**src/rtl/fpu_addsub_arbiter.sv**
```systemverilog
// Round-robin arbiter sharing one floating-point add/subtract unit among N_CH clients.
// One transaction at a time: grant, issue, wait for the adder, hold result until acked, release.
module fpu_addsub_arbiter #(
    parameter int W    = 32,
    parameter int N_CH = 2,
    parameter int ID_W = 1
) (
    input  logic                  clk,
    input  logic                  rst,
    input  logic [N_CH-1:0]       cli_beg,
    input  logic [N_CH-1:0]       cli_ack,
    input  logic [N_CH-1:0]       cli_op,
    input  logic [2*N_CH-1:0]     cli_rmode,
    input  logic [W*N_CH-1:0]     cli_dataA,
    input  logic [W*N_CH-1:0]     cli_dataB,
    output logic [N_CH-1:0]       cli_ready,
    output logic [W-1:0]          cli_result,
    output logic                  fpu_beg,
    output logic                  fpu_ack,
    output logic                  fpu_op,
    output logic [1:0]            fpu_rmode,
    output logic [W-1:0]          fpu_dataA,
    output logic [W-1:0]          fpu_dataB,
    input  logic                  fpu_ready,
    input  logic [W-1:0]          fpu_result,
    output logic                  busy,
    output logic [ID_W-1:0]       grant_id
);

    localparam logic [2:0] S_IDLE    = 3'd0;
    localparam logic [2:0] S_ISSUE   = 3'd1;
    localparam logic [2:0] S_WAIT    = 3'd2;
    localparam logic [2:0] S_HOLD    = 3'd3;
    localparam logic [2:0] S_RELEASE = 3'd4;

    logic [2:0]      state_reg, state_next;
    logic [ID_W-1:0] ptr_reg;
    logic [ID_W-1:0] grant_id_reg;
    logic [N_CH-1:0] cli_ready_reg;
    logic [W-1:0]    cli_result_reg;
    logic            fpu_beg_reg, fpu_ack_reg, fpu_op_reg, busy_reg;
    logic [1:0]      fpu_rmode_reg;
    logic [W-1:0]    fpu_data_a_reg, fpu_data_b_reg;

    logic [ID_W:0]   scan_sum   [N_CH];
    logic [ID_W-1:0] scan_idx   [N_CH];
    logic [W-1:0]    ch_data_a  [N_CH];
    logic [W-1:0]    ch_data_b  [N_CH];
    logic [1:0]      ch_rmode   [N_CH];
    logic [N_CH-1:0] grant_onehot;

    logic            req_found;
    logic [ID_W-1:0] req_pick;
    logic            do_grant, do_capture, do_ack;
    logic [ID_W-1:0] ptr_next;

    // Scan position gi is ptr+gi wrapped once; ptr < N_CH keeps the sum below 2*N_CH.
    generate
        for (genvar gi = 0; gi < N_CH; gi++) begin : g_chan
            assign scan_sum[gi]     = {1'b0, ptr_reg} + (ID_W+1)'(gi);
            assign scan_idx[gi]     = (scan_sum[gi] >= (ID_W+1)'(N_CH))
                                      ? ID_W'(scan_sum[gi] - (ID_W+1)'(N_CH))
                                      : ID_W'(scan_sum[gi]);
            assign ch_data_a[gi]    = cli_dataA[W*gi +: W];
            assign ch_data_b[gi]    = cli_dataB[W*gi +: W];
            assign ch_rmode[gi]     = cli_rmode[2*gi +: 2];
            assign grant_onehot[gi] = (grant_id_reg == ID_W'(gi));
        end
    endgenerate

    // Descending scan so the position closest to ptr wins.
    always_comb begin
        req_found = 1'b0;
        req_pick  = '0;
        for (int k = N_CH - 1; k >= 0; k--) begin
            if (cli_beg[scan_idx[k]]) begin
                req_found = 1'b1;
                req_pick  = scan_idx[k];
            end
        end
    end

    assign do_grant   = (state_reg == S_IDLE) && req_found;
    assign do_capture = (state_reg == S_WAIT) && fpu_ready;
    assign do_ack     = (state_reg == S_HOLD) && cli_ack[grant_id_reg];
    assign ptr_next   = (grant_id_reg == ID_W'(N_CH - 1)) ? '0 : grant_id_reg + ID_W'(1);

    always_comb begin
        state_next = state_reg;
        case (state_reg)
            S_IDLE:    if (req_found) state_next = S_ISSUE;
            S_ISSUE:   state_next = S_WAIT;
            S_WAIT:    if (fpu_ready) state_next = S_HOLD;
            S_HOLD:    if (do_ack) state_next = S_RELEASE;
            S_RELEASE: state_next = S_IDLE;
            default:   state_next = S_IDLE;
        endcase
    end

    always_ff @(posedge clk) begin
        if (rst) begin
            state_reg      <= S_IDLE;
            ptr_reg        <= '0;
            grant_id_reg   <= '0;
            cli_ready_reg  <= '0;
            cli_result_reg <= '0;
            fpu_beg_reg    <= 1'b0;
            fpu_ack_reg    <= 1'b0;
            fpu_op_reg     <= 1'b0;
            fpu_rmode_reg  <= '0;
            fpu_data_a_reg <= '0;
            fpu_data_b_reg <= '0;
            busy_reg       <= 1'b0;
        end else begin
            state_reg   <= state_next;
            busy_reg    <= (state_next != S_IDLE);
            fpu_beg_reg <= do_grant;
            fpu_ack_reg <= do_ack;
            if (do_grant) begin
                grant_id_reg   <= req_pick;
                fpu_op_reg     <= cli_op[req_pick];
                fpu_rmode_reg  <= ch_rmode[req_pick];
                fpu_data_a_reg <= ch_data_a[req_pick];
                fpu_data_b_reg <= ch_data_b[req_pick];
            end
            if (do_capture) begin
                cli_result_reg <= fpu_result;
                cli_ready_reg  <= grant_onehot;
            end
            if (do_ack) begin
                cli_ready_reg <= '0;
            end
            if (state_reg == S_RELEASE) begin
                ptr_reg <= ptr_next;
            end
        end
    end

    assign cli_ready  = cli_ready_reg;
    assign cli_result = cli_result_reg;
    assign fpu_beg    = fpu_beg_reg;
    assign fpu_ack    = fpu_ack_reg;
    assign fpu_op     = fpu_op_reg;
    assign fpu_rmode  = fpu_rmode_reg;
    assign fpu_dataA  = fpu_data_a_reg;
    assign fpu_dataB  = fpu_data_b_reg;
    assign busy       = busy_reg;
    assign grant_id   = grant_id_reg;

endmodule

```
**config.mk**
```make
export PLATFORM = sky130hd
export DESIGN_NAME = fpu_addsub_arbiter
export DESIGN_NICKNAME = d
export VERILOG_FILES = /design/src/rtl/fpu_addsub_arbiter.sv
export SDC_FILE = /design/constraint.sdc
export NUM_CORES = 1
export LEC_CHECK = 0
export ABC_CLOCK_PERIOD_IN_PS = 3450
export CORE_MARGIN = 4
export CORE_UTILIZATION = 40
export DETAILED_ROUTE_END_ITERATION = 8
export PLACE_DENSITY = 0.85
export SLEW_MARGIN = 10
export SYNTH_ARGS = -nofsm -noshare
export SYNTH_HDL_FRONTEND = slang
export SYNTH_SLANG_ARGS = --single-unit
```
**constraint.sdc**
```tcl
create_clock -name clk -period 3.45 [get_ports clk]
set_clock_uncertainty 0.1 [all_clocks]
set_input_delay 0.5175 -clock clk [delete_from_list [all_inputs] [get_ports clk]]
set_output_delay 0.5175 -clock clk [all_outputs]
set_load 0.02 [all_outputs]
```
Word level (Yosys, flattened, before mapping)
Index checks and enable logic that the tools add are counted.
- bits in registers: 109
- input bits: 173
- output and inout port bits: 105
- logic and storage cells: 63
- add/sub/neg operators: 4
- order comparisons: 7
- equal/unequal tests: 4
- multiplexer cells: 28
- bitwise logic cells: 2
- reduce and logical (&&, ||, !) cells: 6
- operator list (operator ; number):
    $mux 32 ; 6
    $mux 1 ; 15
    $pmux 3 s4 ; 1
    $mux 3 ; 3
    $lt 1x2->1 const B ; 4
    $eq 3x2->1 const B ; 2
    $mux 2 ; 3
    $ge 2x2->1 const B ; 2
    $eq 3x1->1 const B ; 1
    $eq 3x3->1 const B ; 1
    $logic_and 1x1->1 ; 3
    $logic_not 3->1 ; 1
    $reduce_bool 3->1 ; 1
    $add 1x1->2 const B ; 1
    $ge 1x2->1 const B ; 1
    $not 1->2 ; 1
    $reduce_or 2->1 ; 1
    $sub 1x1->1 const B ; 2
    $add 1x1->1 const B ; 1
    $not 1->1 ; 1

Depth between registers and ports, before layout
Gate-level depths: netlist of run 1.
- depth in word-level cells: 11
- gate-level depth with buffers: 7
- gate-level depth less buffers: 3

Worst setup path after synthesis of run 1
No wires, ideal clock.
- path kind: input port to flip-flop
- start: in rst
- end: reg fpu_data_a_reg[10] (netlist: fpu_dataA[10])
- setup time: 0.119 ns
- arrival time: 1.528 ns
- path slack: 1.703 ns
- cell stages on the path: 6
- cell sequence: buf_2 > o21bai_1 > buf_2 > buf_2 > o22ai_2 > o221a_1
- RTL lines (element ; RTL line ; RTL):
    start: declaration ; 9 ; input logic rst,
    end signal: assignment ; 123 ; fpu_data_a_reg <= ch_data_a[req_pick];
    end: declaration ; 43 ; logic [W-1:0] fpu_data_a_reg, fpu_data_b_reg;

Final worst setup path of run 1
- start: reg state_reg[2]
- end: reg fpu_data_a_reg[5] (netlist: fpu_dataA[5])
- longest elaborated chain between the ends: 2
- RTL lines (element ; RTL line ; RTL):
    start: declaration ; 36 ; logic [2:0] state_reg, state_next;
    start signal: assignment ; 115 ; state_reg <= state_next;
    $logic_not 3->1 ; 83 ; assign do_grant = (state_reg == S_IDLE) && req_found;
    $logic_and 1x1->1 ; 83 ;
No other way between the ends.
A chain may end at the register's enable or synchronous reset.

==> summary.json, run 1 <==
{
  "outcome": "complete, no violations",
  "synthesized_area_mm2": 0.00461,
  "routed_antenna_nets": 0,
  "tns_ns": 0,
  "grt_overflow": 0,
  "busiest_layer": "met2",
  "hp-start": "cli_result[6]",
  "crit_path_max_fanout": 27,
  "yosys.area_share.xor_xnor": 0,
  "path_cells": "or3_2 -> buf_4 -> o22ai_1 -> o221a_1",
  "rr_endpoint": "fpu_dataA[5]",
  "synth.distinct_cells": 27,
  "hold_viol_final": 0,
  "floorplan.die.width_um": 115,
  "grt_util_met1": 0.250,
  "yosys.area_share.adder": 0,
  "synth.mux.area_fraction": 0.00869,
  "vias_per_cell": 5.40,
  "drc_errors": 0,
  "synth-seq-area-share": 0.474,
  "grt_usage": 0.232,
  "worstRegToRegCells": 4,
  "crit_path_end_kind": "flip-flop",
  "routed-via-count": 4777,
  "unrepaired_setup_endpoints_after_global_routing": "no",
  "detailedPlacementHpwl_um": 11900,
  "grt_pass1_vias": 4881,
  "power.density_mw_per_mm2": 507,
  "post_layout_nonfiller_instances": 884,
  "postCtsSetupRepairBufs": 0,
  "synth_cells": 493,
  "nets": 913,
  "min_delay_path_depth": 2,
  "cp_top_family": "simple AND/OR/NAND/NOR gates",
  "cts-resized-gates": 0,
  "met2_global_route_usage": 0.416,
  "height_of_the_chip_um": 115,
  "setup_violations": 0,
  "initial_utilization": 0.416,
  "synthToLayoutAreaGrowth_pct": 68.6,
  "design.die.area_mm2": 0.0133,
  "maxSlewViolCount": 0,
  "synth_fp_nets": 666,
  "synth_area_per_cell_um2": 9.34,
  "cts.reportedPaths.clkPinSlew_ns": 0.07,
  "num_cts_buffers": 9,
  "drt_first_pass_iters": 5,
  "worstSetupPathType": "flip-flop to flip-flop",
  "grt_max_degree": 68,
  "worstPathArrival_ns": 2.27,
  "commonest_non_fill_non_tap_cell_in_the_layout": "sky130_fd_sc_hd__clkdlybuf4s50_1",
  "place.detailed.instances": 869,
  "cp_data_required_time_ns": 3.63,
  "main_combinational_cell_family_by_area_after_synthesis": "compound AO/OA/AOI/OAI gates",
  "power_leakage_nw": 2.85,
  "reg2reg_setup_slack_ns": 1.35,
  "leading_cell_types_in_the_layout_fill_and_taps_excluded": "sky130_fd_sc_hd__clkdlybuf4s50_1 (276), sky130_fd_sc_hd__dfxtp_1 (109), sky130_fd_sc_hd__inv_1 (69), sky130_fd_sc_hd__nand2_1 (66), sky130_fd_sc_hd__o22ai_1 (48)",
  "ios": 278,
  "routed_wirelength_um": 16200,
  "cts-htree-levels": 3,
  "insertion_delay_ns": 0.33,
  "tightest_slew_ns": 0.769,
  "rows": 38,
  "max-cap-violations": 0,
  "yosys_warnings": 0,
  "worstSetupStartpointType": "flip-flop",
  "ir_worst_vdd_v": 0.000283,
  "gr-usage-met3": 0.0684,
  "port_buffers": 277,
  "clock_sink_count": 109,
  "cts_buffer_depth": 2,
  "synth-seq-cells": 109,
  "crit_share_post_route": 0.608,
  "drt_iter0_drc": 305,
  "grt_antenna_before_repair": 0,
  "diode_count": 0,
  "cts_hold_repair.buffers": 0,
  "worst_hold_endpoint": "cli_result[6]",
  "routedWlPerCell_um": 18.3,
  "timing.critical_path.slowest_stage_cell": "sky130_fd_sc_hd__or3_2",
  "cts_tree": "built",
  "critical_path_buf_inv_count": 1,
  "critical_path.max_stage_delay_ns": 0.76,
  "final_layout_size_suffix_gt1_frac": 0.129,
  "cts.root.buffer_cell": "sky130_fd_sc_hd__clkbuf_16",
  "maxSlewHeadroom": 0.487,
  "synth_compound_gate_area_share": 0.323,
  "finalWeightedCongestion": 0.802,
  "critical_path.reg2reg.startpoint": "state_reg[2]",
  "global_route_wire_length_before_repair_um": 24600,
  "hold_class": "flip-flop to flip-flop",
  "yosys.area_share.simple": 0.0837,
  "max_freq_ghz": 0.477,
  "post-route-min-period_ns": 2.10,
  "placeableCoreArea_mm2": 0.0111
}
Yosys cell counts:
cell type / n / area (um2)
sky130_fd_sc_hd__buf_2: 21 / 105
sky130_fd_sc_hd__o22ai_2: 19 / 238
sky130_fd_sc_hd__nand2b_1: 1 / 6.26
sky130_fd_sc_hd__o221a_1: 23 / 259
sky130_fd_sc_hd__nand4bb_1: 1 / 11.3
sky130_fd_sc_hd__o21bai_1: 1 / 7.51
sky130_fd_sc_hd__clkbuf_1: 22 / 82.6
sky130_fd_sc_hd__nor2_1: 4 / 15.0
sky130_fd_sc_hd__nor4bb_1: 1 / 10.0
sky130_fd_sc_hd__o221a_2: 44 / 495
sky130_fd_sc_hd__nor3_4: 1 / 16.3
sky130_fd_sc_hd__mux2i_1: 4 / 40.0
sky130_fd_sc_hd__nand3_1: 3 / 15.0
sky130_fd_sc_hd__inv_1: 69 / 259
sky130_fd_sc_hd__a21oi_1: 33 / 165
sky130_fd_sc_hd__nand2_1: 66 / 248
sky130_fd_sc_hd__nor3b_1: 1 / 7.51
sky130_fd_sc_hd__dfxtp_1: 109 / 2180
sky130_fd_sc_hd__or3_1: 1 / 6.26
sky130_fd_sc_hd__nor3_1: 5 / 25.0
sky130_fd_sc_hd__a211oi_1: 1 / 7.51
sky130_fd_sc_hd__nor4_1: 4 / 25.0
sky130_fd_sc_hd__buf_6: 4 / 45.0
sky130_fd_sc_hd__o22ai_1: 48 / 300
sky130_fd_sc_hd__buf_1: 5 / 18.8
sky130_fd_sc_hd__a21o_1: 1 / 7.51
sky130_fd_sc_hd__a211o_1: 1 / 8.76
logic make-up (layout without fill, tap and decap cells):
kind of cell / count (synthesis) / after routing
AO/OA/AOI/OAI: 171 / 171
buffers and inverters: 121 / 372
flip-flops: 109 / 109
AND/OR/NAND/NOR: 88 / 88
multiplexers: 4 / 4
worst reg2reg max path, delay by kind of cell (launching register included):
kind	cells	cell delay [ns]
flops	1	0.44
simple gates	1	0.77
compound gates	2	0.38
buf+inv	1	0.35
per-stage QoR:
stage | worst slack, ns | instance area [um2] | utilization | hold slack (ns) | total power (W)
3_3_place_gp | 1.10 | 7450 | 0.672 | 0.342 | 0.00280
5_1_grt | 1.24 | 7770 | 0.701 | 0.378 | 0.00411
4_1_cts | 1.32 | 7770 | 0.701 | 0.359 | 0.00397
3_5_place_dp | 1.02 | 7450 | 0.672 | 0.349 | 0.00285
6_report | 1.35 | 7770 | 0.701 | 0.357 | 0.00394
2_1_floorplan | 1.70 | 4610 | - | 0.374 | 0.00222
routing by layer:
| layer | vias up | part of all wire |
|---|---|---|
| met5 | - | 0 |
| met4 | 0 | 0.034 |
| met3 | 40 | 0.093 |
| met2 | 226 | 0.50 |
| met1 | 2231 | 0.38 |
| li1 | 2280 | - |
power by group:
| part | switching (W) | internal, W |
|---|---|---|
| combinational | 0.000608 | 0.000688 |
| clock | 0.000463 | 0.000657 |
| sequential | 0.0000994 | 0.00142 |
| total | 0.00117 | 0.00277 |
area by class of cell:
class,count,area [um2]
Fill cell,831,3310
Timing Repair Buffer,288,2880
Sequential cell,109,2180
Multi-Input combinational cell,263,1950
Inverter,69,259
Clock buffer,10,239
Tap cell,140,175
Clock inverter,5,82.6
worst max path at each step:
stage | from | endpoint | slack (ns) | cells after the start
floorplan | rst | fpu_dataA[10] | 1.70 | 6
global placement | cli_beg[1] | fpu_dataA[30] | 1.10 | 5
detailed placement | cli_beg[1] | fpu_dataB[9] | 1.02 | 5
CTS | state_reg[2] | fpu_dataA[5] | 1.32 | 4
global route | state_reg[2] | fpu_dataA[5] | 1.24 | 4
finish | state_reg[2] | fpu_dataA[5] | 1.35 | 4
Note: power is estimated with default switching activity, not from simulation.
==> run 2, diff against run 1 <==
ABC_CLOCK_PERIOD_IN_PS = 1900   (was 3450)
CORE_UTILIZATION = 34   (was 40)
PLACE_DENSITY = 0.77   (was 0.85)
clock period = 1.9 ns   (was 3.45 ns; I/O delays follow)
==> run 2 against run 1 <==
  * Clock-buffer cell count up 1
  * Routed wire length down 0.74%
  * Total power up 80%
  * Utilization down 10 points
  * Non-clock buffer count up 8
  * Worst hold slack worse by 0.078 ns
  * Largest cell class unchanged
==> summary.json, run 2 (synthesis gave the netlist of run 1 again) <==
{
  "outcome": "complete, no violations",
  "port_buffers": 277,
  "drc_errors": 0,
  "hold_class": "input pin to flip-flop",
  "drt_iter0_drc": 199,
  "final_layout_size_suffix_gt1_frac": 0.139,
  "clock_sink_count": 109,
  "clock_power_share": 0.272,
  "reg2reg_setup_slack_ns": 0.14,
  "cts.reportedPaths.clkPinSlew_ns": 0.07,
  "tightest_slew_ns": 0.399,
  "cts-htree-levels": 3,
  "worstRegToRegCells": 4,
  "worstSetupPathType": "flip-flop to output port",
  "grt_usage": 0.202,
  "floorplan.die.width_um": 124,
  "max_freq_ghz": 0.557,
  "maxSlewHeadroom": 0.734,
  "worstPathArrival_ns": 1.41,
  "ir_worst_vdd_v": 0.000407,
  "post-place-ws_ns": 0.0410,
  "drt_first_pass_iters": 4,
  "grt_antenna_before_repair": 0,
  "power_switching_share": 0.299,
  "worstSetupStartpointType": "flip-flop",
  "maxSlewViolCount": 0,
  "routed_wirelength_um": 16100,
  "combPwrFrac": 0.340,
  "grt_pass1_vias": 4986,
  "num_cts_buffers": 9,
  "finalWeightedCongestion": 0.838,
  "power_leakage_nw": 2.91,
  "leading_cell_types_in_the_layout_fill_and_taps_excluded": "sky130_fd_sc_hd__clkdlybuf4s50_1 (276), sky130_fd_sc_hd__dfxtp_1 (109), sky130_fd_sc_hd__inv_1 (69), sky130_fd_sc_hd__nand2_1 (66), sky130_fd_sc_hd__o22ai_1 (48)",
  "critical_path.reg2reg.startpoint": "state_reg[1]",
  "critical_path.max_stage_delay_ns": 0.64,
  "postCtsSetupRepairBufs": 0,
  "post-route-min-period_ns": 1.80,
  "critical_path_buf_inv_count": 1,
  "area_of_the_multi_input_gates_mm2": 0.00195,
  "seqPwrFrac": 0.388,
  "path_cells": "clkdlybuf4s50_1",
  "hold_viol_final": 0,
  "initial_utilization": 0.348,
  "timing.critical_path.slowest_stage_cell": "sky130_fd_sc_hd__clkdlybuf4s50_1",
  "crit_path_end_kind": "output port",
  "design.die.area_mm2": 0.0155,
  "setup_violations": 0,
  "ios": 278,
  "cts_buffer_depth": 2,
  "cts.root.buffer_cell": "sky130_fd_sc_hd__clkbuf_16",
  "hp-start": "rst",
  "worst_slack_ns": 0.103,
  "crit_share_post_route": 0.946,
  "max-cap-violations": 0,
  "power.density_mw_per_mm2": 897,
  "min_delay_path_depth": 3,
  "p_int_w": 0.00498,
  "p_sw_w": 0.00213,
  "cp_top_family": "buffers and inverters",
  "worst_hold_endpoint": "fpu_dataB[12]",
  "insertion_delay_ns": 0.34,
  "commonest_non_fill_non_tap_cell_in_the_layout": "sky130_fd_sc_hd__clkdlybuf4s50_1",
  "grt_max_degree": 52,
  "diode_count": 0,
  "num-fill-cells": 1118,
  "cts_hold_repair.buffers": 0,
  "crit_path_max_fanout": 4,
  "rows": 42,
  "rr_endpoint": "fpu_dataA[1]",
  "routedWlPerCell_um": 17.3,
  "tns_ns": 0,
  "cts-resized-gates": 0,
  "global_route_wire_length_before_repair_um": 25700,
  "synthToLayoutAreaGrowth_pct": 72.0,
  "nets": 921,
  "height_of_the_chip_um": 124,
  "seq_area_mm2": 0.00218,
  "routed-via-count": 4755,
  "grt_overflow": 0,
  "cts_tree": "built",
  "unrepaired_setup_endpoints_after_global_routing": "no",
  "cp_data_required_time_ns": 1.51,
  "placeableCoreArea_mm2": 0.0132,
  "routed_antenna_nets": 0,
  "detailedPlacementHpwl_um": 12100,
  "vias_per_cell": 5.12
}
==> run 2: layout make-up <==
class	instances	share of cell area
Inverter	69	0.0327
Timing Repair Buffer	296	0.379
Tap cell	176	0.0278
Sequential cell	109	0.275
Clock inverter	5	0.00726
Multi-Input combinational cell	263	0.246
Clock buffer	11	0.0319
==> run 2: power groups by stage <==
stage               sequential, W  clock, W  combinational, W
global placement          0.00280         0           0.00237
finish                    0.00276   0.00193           0.00242
CTS                       0.00276   0.00199           0.00243
global route              0.00279   0.00208           0.00257
floorplan                 0.00313         0          0.000897
detailed placement        0.00280         0           0.00243
==> run 2: worst max-delay path by stage <==
stage / startpoint / cells after the start / end
6_report: grant_id / 1 / grant_id
3_3_place_gp: cli_beg[0] / 6 / fpu_rmode[0]
2_1_floorplan: state_reg[2] / 6 / fpu_dataA[10]
3_5_place_dp: cli_beg[1] / 5 / fpu_dataA[1]
4_1_cts: grant_id / 1 / grant_id
5_1_grt: grant_id / 1 / grant_id
==> run 2: metal layers <==
layer / global-route usage / vias up / wire length [um] / share of wire
met5: 0 / - / 0 / 0
met4: 0.0961 / 0 / 553 / 0.034
met3: 0.0669 / 38 / 1240 / 0.077
met2: 0.354 / 204 / 8130 / 0.51
met1: 0.220 / 2216 / 6140 / 0.38
li1: - / 2297 / - / -
==> run 2: through the flow <==
step                utilization  std cells  total power [W]  area, um2  hold slack (ns)
floorplan                     -        493          0.00403       4610            0.321
global placement          0.575        913          0.00517       7610            0.342
detailed placement        0.575        913          0.00523       7610            0.347
CTS                       0.598        929          0.00718       7920            0.258
global route              0.598        929          0.00744       7920            0.284
finish                    0.598        929          0.00710       7920            0.279
==> run 3, diff against run 2 <==
CORE_AREA = 4 4 107 109   (was default)
CORE_MARGIN = default   (was 4)
CORE_UTILIZATION = default   (was 34)
DIE_AREA = 0 0 111 113   (was default)
DONT_BUFFER_PORTS = 1   (was default)
PLACE_DENSITY = default   (was 0.77)
SLEW_MARGIN = default   (was 10)
==> run 3 against run 2 <==
  * The run now fails in 4_1_cts
  * Synthesized cell count unchanged
  * Synthesized area unchanged
==> summary.json, run 3 <==
{
  "outcome": "did not finish",
  "last-stage-reached": "4_1_cts",
  "first_error_line_in_the_log": "[ERROR RSZ-0060] Max buffer count reached.",
  "synth_area_per_cell_um2": 9.34,
  "height_of_the_chip_um": 113,
  "synth_ff_type": "sky130_fd_sc_hd__dfxtp_1",
  "cts.root.buffer_cell": "sky130_fd_sc_hd__clkbuf_8",
  "postCtsSetupRepairBufs": 0,
  "synth_enable_flop_cells": 0,
  "post-place-ws_ns": 0.138,
  "synth-seq-area-share": 0.474,
  "clock_sink_count": 109,
  "synth-seq-cells": 109,
  "ys_async_sr_fraction": 0,
  "rows": 38,
  "yosys.cell_count.top_type": "sky130_fd_sc_hd__dfxtp_1",
  "cts_hold_repair.buffers": 123,
  "num_cts_buffers": 9,
  "yosys-top-cells-count": "sky130_fd_sc_hd__dfxtp_1 (109), sky130_fd_sc_hd__inv_1 (69), sky130_fd_sc_hd__nand2_1 (66), sky130_fd_sc_hd__o22ai_1 (48), sky130_fd_sc_hd__o221a_2 (44)",
  "synth.distinct_cells": 27,
  "cts-htree-levels": 3,
  "synth_largest_area_cell": "sky130_fd_sc_hd__dfxtp_1",
  "ranking_of_synthesized_cells_by_area": "sky130_fd_sc_hd__dfxtp_1 (47%), sky130_fd_sc_hd__o221a_2 (11%), sky130_fd_sc_hd__o22ai_1 (6.5%), sky130_fd_sc_hd__inv_1 (5.6%), sky130_fd_sc_hd__o221a_1 (5.6%)",
  "cts_buffer_depth": 2,
  "finalWeightedCongestion": 0.777,
  "initial_utilization": 0.435,
  "floorplan.die.width_um": 111,
  "yosys_warnings": 0,
  "synthesized_area_mm2": 0.00461,
  "synth_cells": 493,
  "detailedPlacementHpwl_um": 9110,
  "port_buffers": 0,
  "ios": 278,
  "cts-resized-gates": 0,
  "netlist.area_leader.share": 0.474,
  "synth_fp_nets": 666
}
[run 3: kinds of logic after synthesis]
logic type | count (synthesis) | share of synthesized area
compound gates | 171 | 0.323
buf+inv | 121 | 0.111
flops | 109 | 0.474
simple gates | 88 | 0.0837
mux | 4 | 0.00869
[run 3: through the flow]
| step | hold WS (ns) | instances | instance area (um2) |
|---|---|---|---|
| floorplan | 0.321 | 493 | 4610 |
| global placement | 0.275 | 595 | 4740 |
| detailed placement | 0.295 | 595 | 4740 |
==> run 4, diff against run 3 <==
ABC_CLOCK_PERIOD_IN_PS = 2470   (was 1900)
CORE_AREA = default   (was 4 4 107 109)
CORE_MARGIN = 4   (was default)
CORE_UTILIZATION = 40   (was default)
DIE_AREA = default   (was 0 0 111 113)
PLACE_DENSITY_LB_ADDON = 0.15   (was default)
clock period = 2.47 ns   (was 1.9 ns; I/O delays follow)
==> run 4 against run 3 <==
  * The flow now finishes without violations
==> summary.json, run 4 (synthesis gave the netlist of run 1 again) <==
{
  "p_sw_w": 0.00147,
  "insertion_delay_ns": 0.34,
  "cts.reportedPaths.clkPinSlew_ns": 0.07,
  "vias_per_cell": 5.90,
  "cp_data_required_time_ns": 2.60,
  "busiest_layer": "met2",
  "cts-htree-levels": 3,
  "outcome": "complete, no violations",
  "gr-usage-met3": 0.0832,
  "ios": 278,
  "cts_buffer_depth": 2,
  "clock_power_share": 0.316,
  "met2_global_route_usage": 0.328,
  "cts-resized-gates": 0,
  "worstSetupStartpointType": "flip-flop",
  "hold_slack_ns": 0.0574,
  "grt_usage": 0.191,
  "detailedPlacementHpwl_um": 9330,
  "ir_worst_vdd_v": 0.000616,
  "power_leakage_nw": 1.81,
  "worstSetupPathType": "flip-flop to flip-flop",
  "max_freq_ghz": 0.505,
  "floorplan.die.width_um": 115,
  "initial_utilization": 0.416,
  "clock_sink_count": 109,
  "seqPwrFrac": 0.519,
  "max-cap-violations": 0,
  "critical_path.reg2reg.startpoint": "state_reg[1]",
  "unrepaired_setup_endpoints_after_global_routing": "no",
  "placeableCoreArea_mm2": 0.0111,
  "hold_viol_final": 0,
  "post-place-ws_ns": 0.518,
  "num-fill-cells": 1090,
  "grt_util_met1": 0.212,
  "rows": 38,
  "grt_pass1_vias": 3676,
  "grt_antenna_before_repair": 0,
  "global_route_wire_length_before_repair_um": 19900,
  "postCtsSetupRepairBufs": 0,
  "rr_endpoint": "cli_result[18]",
  "maxSlewHeadroom": 0.558,
  "hold_class": "input pin to flip-flop",
  "drt_first_pass_iters": 5,
  "design.die.area_mm2": 0.0133,
  "worstRegToRegCells": 4,
  "setup_violations": 0,
  "post-route-min-period_ns": 1.98,
  "drc_errors": 0,
  "routed_wirelength_um": 13300,
  "port_buffers": 0,
  "power.density_mw_per_mm2": 939,
  "routed-via-count": 3596,
  "crit_share_post_route": 0.802,
  "grt_overflow": 0,
  "synthToLayoutAreaGrowth_pct": 8.91,
  "diode_count": 0,
  "nets": 638,
  "finalWeightedCongestion": 0.775,
  "commonest_non_fill_non_tap_cell_in_the_layout": "sky130_fd_sc_hd__dfxtp_1",
  "maxSlewViolCount": 0,
  "worstPathArrival_ns": 2.11,
  "reg2reg_setup_slack_ns": 0.49,
  "routed_antenna_nets": 0,
  "final_layout_size_suffix_gt1_frac": 0.206,
  "tns_ns": 0,
  "leading_cell_types_in_the_layout_fill_and_taps_excluded": "sky130_fd_sc_hd__dfxtp_1 (109), sky130_fd_sc_hd__inv_1 (69), sky130_fd_sc_hd__nand2_1 (66), sky130_fd_sc_hd__o22ai_1 (48), sky130_fd_sc_hd__o221a_2 (44)",
  "min_delay_path_depth": 2,
  "combPwrFrac": 0.165,
  "grt_max_degree": 71,
  "cts_tree": "built",
  "crit_path_max_fanout": 19,
  "worst_hold_endpoint": "cli_result[1]",
  "drt_iter0_drc": 281,
  "routedWlPerCell_um": 21.8,
  "cts.root.buffer_cell": "sky130_fd_sc_hd__clkbuf_16",
  "crit_path_end_kind": "flip-flop",
  "worst_slack_ns": 0.488,
  "tightest_slew_ns": 0.659,
  "num_cts_buffers": 9,
  "height_of_the_chip_um": 115,
  "hp-start": "fpu_result[1]",
  "cts_hold_repair.buffers": 2,
  "power_switching_share": 0.312,
  "p_int_w": 0.00324
}
[run 4: worst max-delay path by stage]
| stage | start | to | slack [ns] | depth (start not counted) |
|---|---|---|---|---|
| global placement | state_reg[1] | cli_result[15] | 0.61 | 4 |
| finish | state_reg[1] | cli_result[18] | 0.49 | 4 |
| global route | state_reg[1] | cli_result[18] | 0.31 | 4 |
| detailed placement | state_reg[1] | cli_result[27] | 0.52 | 4 |
| CTS | state_reg[1] | cli_result[18] | 0.50 | 4 |
| floorplan | state_reg[2] | fpu_dataA[10] | 0.86 | 6 |
[run 4: cell type report]
cell class / instances / area [um2] / share of cell area
flip-flops and latches: 109 / 2180 / 0.435
multi-input cells: 263 / 1950 / 0.389
clock buffers: 12 / 267 / 0.0531
inverters: 69 / 259 / 0.0516
well taps: 140 / 175 / 0.0349
repair buffers: 13 / 138 / 0.0274
clock inverters: 4 / 45.0 / 0.00898
[run 4: metrics by stage]
| stage | cells | cell area (um2) | power, W | util |
|---|---|---|---|---|
| 4_1_cts | 610 | 5020 | 0.00478 | 0.453 |
| 3_5_place_dp | 592 | 4680 | 0.00326 | 0.422 |
| 2_1_floorplan | 493 | 4610 | 0.00310 | - |
| 3_3_place_gp | 592 | 4680 | 0.00323 | 0.422 |
| 6_report | 610 | 5020 | 0.00471 | 0.453 |
| 5_1_grt | 610 | 5020 | 0.00495 | 0.453 |
[run 4: metal layers]
metal	vias up	share of wire
met2	182	0.50
met4	0	0.017
li1	1717	-
met3	17	0.10
met1	1680	0.38
met5	-	0
[run 4: power groups by stage]
stage | Clock [W] | Combinational, W | Sequential (W)
floorplan | 0 | 0.000690 | 0.00241
global placement | 0 | 0.000742 | 0.00249
detailed placement | 0 | 0.000770 | 0.00249
CTS | 0.00154 | 0.000785 | 0.00245
global route | 0.00161 | 0.000868 | 0.00247
finish | 0.00149 | 0.000779 | 0.00245
[run 4: worst max-delay path, cell delays in order, from the launching register on]
cell and delay (ns):
sky130_fd_sc_hd__dfxtp_1 0.56, sky130_fd_sc_hd__nand4bb_1 0.61, sky130_fd_sc_hd__buf_4 0.44, sky130_fd_sc_hd__nand2_1 0.09, sky130_fd_sc_hd__a21oi_1 0.06
